===== config.mk =====
export PLATFORM = sky130hd
export DESIGN_NAME = extrema_detect_pipe
export DESIGN_NICKNAME = d
export VERILOG_FILES = /design/src/rtl/sift_pkg.sv /design/src/rtl/extrema_cmp_stage.sv /design/src/rtl/extrema_detect_pipe.sv
export SDC_FILE = /design/constraint.sdc
export NUM_CORES = 1
export LEC_CHECK = 0
export ABC_AREA = 1
export ABC_CLOCK_PERIOD_IN_PS = 2700
export BUFFER_PORTS_ARGS = -buffer_cell sky130_fd_sc_hd__buf_2
export CORE_ASPECT_RATIO = 1.75
export CORE_MARGIN = 2
export CORE_UTILIZATION = 41
export CTS_CLUSTER_DIAMETER = 30
export CTS_CLUSTER_SIZE = 8
export DETAILED_ROUTE_END_ITERATION = 10
export HOLD_SLACK_MARGIN = 0.1
export PLACE_DENSITY = 0.65
export SLEW_MARGIN = 5
export SYNTH_ARGS = -nofsm -noshare
export SYNTH_HDL_FRONTEND = slang
export SYNTH_HIERARCHICAL = 1
export SYNTH_SLANG_ARGS = --single-unit

===== constraint.sdc =====
create_clock -name iclk -period 2.7 [get_ports iclk]
set_input_delay 0.81 -clock iclk [delete_from_list [all_inputs] [get_ports iclk]]
set_output_delay 0.81 -clock iclk [all_outputs]
set_load 0.05 [all_outputs]

===== src/rtl/sift_pkg.sv =====
// rtl/sift_pkg.sv - shared SIFT detection-chain types and constants
package sift_pkg;

  typedef enum logic [1:0] {
    MODE_OFF  = 2'b00,
    MODE_MAX  = 2'b01,
    MODE_MIN  = 2'b10,
    MODE_BOTH = 2'b11
  } mode_e;

  // Downstream blocks delay coordinates and valids by this many cycles.
  localparam int EXTREMA_LAT = 3;

  function automatic int num_groups(input int n);
    return (n + 8) / 9;
  endfunction

endpackage


===== src/rtl/extrema_cmp_stage.sv =====
// rtl/extrema_cmp_stage.sv - centre vs one neighbour comparator slice
module extrema_cmp_stage #(
  parameter int DATA_W = 8,
  parameter int SIGNED = 0,
  parameter int STRICT = 1
) (
  input  logic [DATA_W-1:0] iCentre,
  input  logic [DATA_W-1:0] iNeigh,
  output logic              oGt,
  output logic              oLt
);

  // One extra bit lets a single signed compare cover both signednesses.
  logic signed [DATA_W:0] c_ext;
  logic signed [DATA_W:0] n_ext;

  assign c_ext = (SIGNED != 0) ? {iCentre[DATA_W-1], iCentre} : {1'b0, iCentre};
  assign n_ext = (SIGNED != 0) ? {iNeigh[DATA_W-1], iNeigh} : {1'b0, iNeigh};

  assign oGt = (STRICT != 0) ? (c_ext > n_ext) : (c_ext >= n_ext);
  assign oLt = (STRICT != 0) ? (c_ext < n_ext) : (c_ext <= n_ext);

endmodule


===== src/rtl/extrema_detect_pipe.sv =====
// rtl/extrema_detect_pipe.sv - 3-stage 3x3x3 scale-space extrema detector
module extrema_detect_pipe
  import sift_pkg::*;
#(
  parameter int DATA_W = 8,
  parameter int SIGNED = 0,
  parameter int NUM_NB = 26,
  parameter int STRICT = 1,
  parameter int TAG_W  = 20,
  parameter int CNT_W  = 16
) (
  input  logic                     iclk,
  input  logic                     irst,
  input  logic                     iDval,
  input  logic [DATA_W-1:0]        iData_a,
  input  logic [NUM_NB*DATA_W-1:0] iNeigh,
  input  logic [DATA_W-1:0]        iThresh,
  input  logic [1:0]               iMode,
  input  logic [TAG_W-1:0]         iTag,
  input  logic                     iClr,
  output logic                     oDval,
  output logic                     oExtrema_en,
  output logic                     oIsMax,
  output logic                     oIsMin,
  output logic [TAG_W-1:0]         oTag,
  output logic [CNT_W-1:0]         oCount
);

  localparam int NG = num_groups(NUM_NB);

  if (!(NUM_NB == 8 || NUM_NB == 17 || NUM_NB == 26)) begin : g_bad_num_nb
    $error("extrema_detect_pipe: NUM_NB must be 8, 17 or 26");
  end

  logic [NUM_NB-1:0] gt_d;
  logic [NUM_NB-1:0] lt_d;

  for (genvar k = 0; k < NUM_NB; k++) begin : g_cmp
    extrema_cmp_stage #(
      .DATA_W(DATA_W),
      .SIGNED(SIGNED),
      .STRICT(STRICT)
    ) u_cmp (
      .iCentre(iData_a),
      .iNeigh (iNeigh[k*DATA_W +: DATA_W]),
      .oGt    (gt_d[k]),
      .oLt    (lt_d[k])
    );
  end

  // Extra bit so |most-negative| fits without wrapping.
  logic [DATA_W:0] mag_d;
  always_comb begin
    mag_d = {1'b0, iData_a};
    if (SIGNED != 0 && iData_a[DATA_W-1]) begin
      mag_d = ~{1'b1, iData_a} + (DATA_W+1)'(1);
    end
  end

  logic                v1_q;
  logic [NUM_NB-1:0]   gt1_q;
  logic [NUM_NB-1:0]   lt1_q;
  logic [DATA_W:0]     mag1_q;
  logic [DATA_W-1:0]   thr1_q;
  logic [1:0]          mode1_q;
  logic [TAG_W-1:0]    tag1_q;

  always_ff @(posedge iclk) begin
    if (irst) begin
      v1_q <= 1'b0;
    end else begin
      v1_q <= iDval;
    end
    gt1_q   <= gt_d;
    lt1_q   <= lt_d;
    mag1_q  <= mag_d;
    thr1_q  <= iThresh;
    mode1_q <= iMode;
    tag1_q  <= iTag;
  end

  logic [NG-1:0] gtp_d;
  logic [NG-1:0] ltp_d;
  logic          cok_d;

  always_comb begin
    gtp_d = '1;
    ltp_d = '1;
    for (int k = 0; k < NUM_NB; k++) begin
      gtp_d[k / 9] = gtp_d[k / 9] & gt1_q[k];
      ltp_d[k / 9] = ltp_d[k / 9] & lt1_q[k];
    end
    cok_d = mag1_q > {1'b0, thr1_q};
  end

  logic             v2_q;
  logic [NG-1:0]    gtp2_q;
  logic [NG-1:0]    ltp2_q;
  logic             cok2_q;
  logic [1:0]       mode2_q;
  logic [TAG_W-1:0] tag2_q;

  always_ff @(posedge iclk) begin
    if (irst) begin
      v2_q <= 1'b0;
    end else begin
      v2_q <= v1_q;
    end
    gtp2_q  <= gtp_d;
    ltp2_q  <= ltp_d;
    cok2_q  <= cok_d;
    mode2_q <= mode1_q;
    tag2_q  <= tag1_q;
  end

  logic is_max_d;
  logic is_min_d;

  always_comb begin
    is_max_d = (&gtp2_q) & cok2_q & ((mode2_q & MODE_MAX) != 2'b00);
    is_min_d = (&ltp2_q) & cok2_q & ((mode2_q & MODE_MIN) != 2'b00);
    // A flat neighbourhood satisfies both non-strict tests; it is not a keypoint.
    if (STRICT == 0 && is_max_d && is_min_d) begin
      is_max_d = 1'b0;
      is_min_d = 1'b0;
    end
  end

  logic             dval_q;
  logic             en_q;
  logic             max_q;
  logic             min_q;
  logic [TAG_W-1:0] tag_q;

  always_ff @(posedge iclk) begin
    if (irst) begin
      dval_q <= 1'b0;
      en_q   <= 1'b0;
      max_q  <= 1'b0;
      min_q  <= 1'b0;
      tag_q  <= '0;
    end else begin
      dval_q <= v2_q;
      if (v2_q) begin
        en_q  <= is_max_d | is_min_d;
        max_q <= is_max_d;
        min_q <= is_min_d;
        tag_q <= tag2_q;
      end
    end
  end

  logic             inc;
  logic [CNT_W-1:0] cnt_d;
  logic [CNT_W-1:0] cnt_q;

  // A clear coinciding with an increment counts that extrema in the new frame.
  always_comb begin
    inc   = dval_q & en_q;
    cnt_d = cnt_q;
    if (iClr) begin
      cnt_d = inc ? CNT_W'(1) : '0;
    end else if (inc && cnt_q != '1) begin
      cnt_d = cnt_q + CNT_W'(1);
    end
  end

  always_ff @(posedge iclk) begin
    if (irst) begin
      cnt_q <= '0;
    end else begin
      cnt_q <= cnt_d;
    end
  end

  assign oDval       = dval_q;
  assign oExtrema_en = en_q;
  assign oIsMax      = max_q;
  assign oIsMin      = min_q;
  assign oTag        = tag_q;
  assign oCount      = cnt_q;

endmodule


==> results_dict.tcl, run 1 <==
set metrics [dict create \
    final_cell_area_um2 12900 \
    dpl_cell_area_um2 12400 \
    power.internal_mw 4.36 \
    max-slew-margin-rel_pct 43.1 \
    synth.distinct_cells 27 \
    drt_iter0_drc 364 \
    antenna_found_initial 2 \
    yosysWarningCount 6 \
    grt_start_max_net_pins 28 \
    hold_path.class "flip-flop to flip-flop" \
    skew_ns 0.00684 \
    port_buffers 289 \
    tritoncts "built" \
    cts_sinks 161 \
    setup.worst_path.class "flip-flop to output pin" \
    wl_per_cell_um 13.5 \
    cts_resized 0 \
    tightest_slew_ns 0.852 \
    cts_buffer_depth 2 \
    ant_nets 0 \
    leakage_nw 7.62 \
    io_pins 290 \
    layout_commonest_cell "inv_1" \
    dp_hpwl_mm 22.4 \
    hold_viol 0 \
    grt-ovfl-total 0 \
    syn-cell-area_um2 10500 \
    critPathBufInv 1 \
    syn_nets 1909 \
    cts_made_buffers 17 \
    maxCapViolCount 0 \
    p_per_area_nw_per_um2 477 \
    via_count 9769 \
    rrSetupSlack_ns 0.70 \
    layout_min_cycle_time_ns 2.01 \
    drc 0 \
    switching_share_pct 29.3 \
    root_buffer "clkbuf_16" \
    num_rows 77 \
    yosysSeqAreaShare_pct 30.7 \
    instances_no_fill 2077 \
    clk_pin_slew_ns 0.06 \
    dieWidth_um 125 \
    setup_violations 0 \
    cp.required_ns 1.89 \
    fin_hold_ws_ns 0.328 \
    peakVddDrop_mv 0.420 \
    cp_cell_sequence "buf_2" \
    wl_mm 28.0 \
    dp_cells 2043 \
    final_cell_mix "inv_1, nand2_1, buf_2" \
    grt_pass1_vias 10109 \
    synthToLayoutAreaGrowth_pct 23.0 \
    first_pass_iters 4 \
    p_seq_share_pct 42.3 \
    floorplan.initialDensity_pct 41.7 \
    ys_seq_elements 161 \
    max_stage_delay_ns 0.45 \
    clkPwrFrac_pct 37.4 \
    drive_above_1_share_pct 20.7 \
    crit_fanout 6 \
    start_kind "flip-flop" \
    gp_congestion 0.881 \
    vias_per_cell 4.70 \
    status "complete, no violations" \
    rsz0062_at_grt "no" \
    die_h_um 216 \
    timing.fmax_mhz 498 \
    report.final.slew_viol_count 0 \
    cts_setup_buffers 0 \
    finalPower_mw 6.18 \
    holdBufCountCts 0 \
    grt_pass1_wl_mm 45.5 \
    cp_slowest_cell "dfxtp_1" \
    switching_power_mw 1.81 \
    nets 2213 \
    tns_ns 0 \
    gr-usage-all-layers_pct 21.2 \
    worstPathArrival_ns 1.20 \
    core_area_um2 25200 \
    dieArea_um2 27000 \
    pwr-share-comb_pct 20.4 \
    period_share_pct 74.4 \
    cp-end-kind "output pin" \
    syn_area_per_cell_um2 7.29 \
    clkLatencyLatePin_ns 0.44 \
    htree_levels 4 \
    synthCells 1442 \
    critPathTopFamily "flip-flops" \
]
-- power by group through the flow --
| stage | clock network [mW] | registers (mW) | logic (mW) |
|---|---|---|---|
| CTS | 2.38 | 2.61 | 1.27 |
| detailed placement | 0 | 2.66 | 1.27 |
| global route | 2.47 | 2.62 | 1.47 |
| global placement | 0 | 2.66 | 1.22 |
| finish | 2.31 | 2.61 | 1.26 |
| floorplan | 0 | 2.71 | 0.729 |
-- state kept, by name, summed over array words and instances (netlist names) --
signal,flops
mode1_q,2
lt1_q,26
tag1_q,20
oDval,1
gt1_q,26
oIsMax,1
oCount,16
mode2_q,2
gtp2_q,3
oExtrema_en,1
v2_q,1
cok2_q,1
mag1_q,8
v1_q,1
thr1_q,8
oIsMin,1
tag2_q,20
oTag,20
ltp2_q,3
-- path summary, 6_finish.rpt --
kind | startpoint | endpoint | cells past startpoint
setup / recovery | oCount[8] | oCount[8] | 1
hold / removal | tag1_q[11] | tag2_q[11] | 0
setup reg to reg | oCount[1] | oCount[10] | 8
hold reg to reg | tag1_q[11] | tag2_q[11] | 0
-- Yosys cell counts, drive strengths merged --
library cell	instances	area, um^2
nor3	5	25.0
o21bai	3	33.8
xor2	1	8.76
inv	350	1310
a21o	26	195
buf	3	26.3
clkbuf	8	30.0
nand3	56	280
ha	217	2720
nand4	13	81.3
a21oi	93	465
a211oi	1	7.51
o21ai	31	159
nand2	296	1130
dfxtp	161	3220
and2	26	163
a21boi	1	7.51
nor2	151	649
-- layer usage --
metal / up-vias / track usage [%] / part of all wire (%)
met5: - / 0 / 0.046
met4: 2 / 11.4 / 4.5
met3: 68 / 3.47 / 4.4
met2: 271 / 41.2 / 52
met1: 4346 / 21.1 / 39
li1: 5082 / - / -
-- final cells by class --
class	instances	area [um^2]
fillers	2552	12300
multi-input cells	920	5920
flip-flops and latches	161	3220
repair buffers	296	1510
inverters	350	1310
clock buffers	19	433
well taps	316	395
clock inverters	13	129
diodes	2	5.00
-- kinds of logic (layout without fill, tap and decap cells) --
group                    count (synthesis)  in the layout  share of synthesized area [%]
flip-flops                             161            161                           30.7
AND/OR/NAND/NOR                        547            547                           22.2
buffers and inverters                  361            678                           13.0
AO/OA/AOI/OAI                          155            155                           8.26
adder cells (fa/ha/maj)                217            217                           25.8
XOR/XNOR                                 1              1                         0.0833
other                                    0              2                              0
-- metrics by stage --
stage,util (%),setup slack [ns]
final,51.2,0.692
after CTS,51.2,0.679
after global placement,49.0,0.356
after detailed placement,49.0,0.318
after floorplan,-,0.737
after global routing,51.2,0.530
Note: power is estimated with default switching activity, not from simulation.
==> inputs of run 2 (changes only) <==
- ABC_CLOCK_PERIOD_IN_PS: 2700 -> 2100
- clock period: 2.7 -> 2.1 ns (I/O delays scaled with it)
==> results_dict.tcl, run 2 (synthesis gave the netlist of run 1 again) <==
set metrics [dict create \
    top_regs "gt1_q: 26 flops, lt1_q: 26 flops" \
    holdPathEnd "tag1_q[8]" \
    synthToLayoutAreaGrowth_pct 23.3 \
    period_share_pct 87.4 \
    cts_buffer_depth 2 \
    hold_viol 0 \
    num_rows 77 \
    peakVddDrop_mv 0.544 \
    dp_hpwl_mm 22.0 \
    critPathTopFamily "flip-flops" \
    dp_cells 2046 \
    setup.worst_path.class "flip-flop to output pin" \
    dieArea_um2 27000 \
    crit_fanout 6 \
    maxCapViolCount 0 \
    gr-usage-all-layers_pct 20.9 \
    status "complete, no violations" \
    cts_setup_buffers 0 \
    cp.required_ns 1.47 \
    grt_pass1_wl_mm 44.7 \
    min_from "iTag[8]" \
    max-slew-margin-rel_pct 46.6 \
    drt_iter0_drc 268 \
    tns_ns 0 \
    timing.fmax_mhz 545 \
    report.final.slew_viol_count 0 \
    dp_slack_ns -0.125 \
    grt_pass1_vias 9695 \
    cts_sinks 161 \
    gp_congestion 0.886 \
    cp_slowest_cell "dfxtp_1" \
    cts_made_buffers 17 \
    cts_resized 0 \
    drive_above_1_share_pct 20.9 \
    clk_pin_slew_ns 0.07 \
    nets 2216 \
    grt_start_max_net_pins 28 \
    leakage_nw 7.66 \
    antenna_found_initial 2 \
    max_stage_delay_ns 0.45 \
    dieWidth_um 125 \
    grt-ovfl-total 0 \
    worstHoldPathCells 1 \
    tightest_slew_ns 0.800 \
    rrSetupSlack_ns 0.34 \
    htree_levels 4 \
    ant_nets 0 \
    die_h_um 216 \
    layout_commonest_cell "inv_1" \
    holdBufCountCts 0 \
    worstPathArrival_ns 1.20 \
    rsz0062_at_grt "no" \
    via_count 9713 \
    reg2reg_from "oCount[1]" \
    tritoncts "built" \
    setup_violations 0 \
    wl_per_cell_um 13.2 \
    vias_per_cell 4.67 \
    critPathBufInv 1 \
    io_pins 290 \
    p_per_area_nw_per_um2 616 \
    layout_min_cycle_time_ns 1.83 \
    floorplan.initialDensity_pct 41.7 \
    first_pass_iters 4 \
    wl_mm 27.4 \
    drc 0 \
    root_buffer "clkbuf_16" \
    core_area_um2 25200 \
    final.setup.worst_slack_ns 0.265 \
    cp_cell_sequence "buf_2" \
    cp-end-kind "output pin" \
    hold_path.class "primary input to flip-flop" \
    rr_endpoint "oCount[14]" \
    fin_util_pct 51.4 \
    fill_cells 2551 \
    port_buffers 289 \
    start_kind "flip-flop" \
    instances_no_fill 2080 \
    skew_ns 0.00531 \
    final_cell_mix "inv_1, nand2_1, buf_2" \
    clkLatencyLatePin_ns 0.44 \
    rr_worst_depth 9 \
]
## run 2: worst max path at each step
stage	startpoint	end	cells past startpoint	slack [ns]
global placement	iData_a[7]	gt1_q[17]	5	-0.11
detailed placement	iData_a[7]	gt1_q[17]	5	-0.12
CTS	oCount[8]	oCount[8]	1	0.24
global route	oCount[1]	oCount[10]	10	0.15
floorplan	oCount[1]	oCount[10]	9	0.14
finish	oCount[8]	oCount[8]	1	0.27
## run 2: area by class of cell
cell class              instances  area, um^2  share of cell area [%]
clock inverters                14         146                    1.13
flip-flops and latches        161        3220                    24.9
well taps                     316         395                    3.05
multi-input cells             920        5920                    45.7
inverters                     350        1310                    10.1
diodes                          2        5.00                  0.0386
clock buffers                  18         429                    3.31
repair buffers                299        1530                    11.8
## run 2: through the flow
step	instance area, um^2	hold slack, ns	power, mW
after floorplan	10500	0.310	4.43
after global placement	12400	0.311	5.00
after detailed placement	12400	0.312	5.05
after CTS	13000	0.257	8.12
after global routing	13000	0.261	8.50
final	13000	0.284	7.99
## run 2: power by group
group	switching (mW)	internal [mW]
registers	0.0707	3.28
logic	0.930	0.679
clock network	1.35	1.67
## run 2: per-layer routing
| layer | track usage [%] | share of wire [%] |
|---|---|---|
| met4 | 9.89 | 3.6 |
| met3 | 4.26 | 5.1 |
| met5 | 0 | 0 |
| met2 | 39.7 | 53 |
| met1 | 21.5 | 38 |
## run 2: worst register-to-register path, stage by stage, from the launching register on
cell      delay (ns)
dfxtp_1         0.40
ha_1            0.23
nand2_2         0.09
nor2_4          0.18
nand2_4         0.10
o21bai_4        0.21
nand2_2         0.23
nand2_1         0.13
inv_1           0.04
nor2_1          0.08
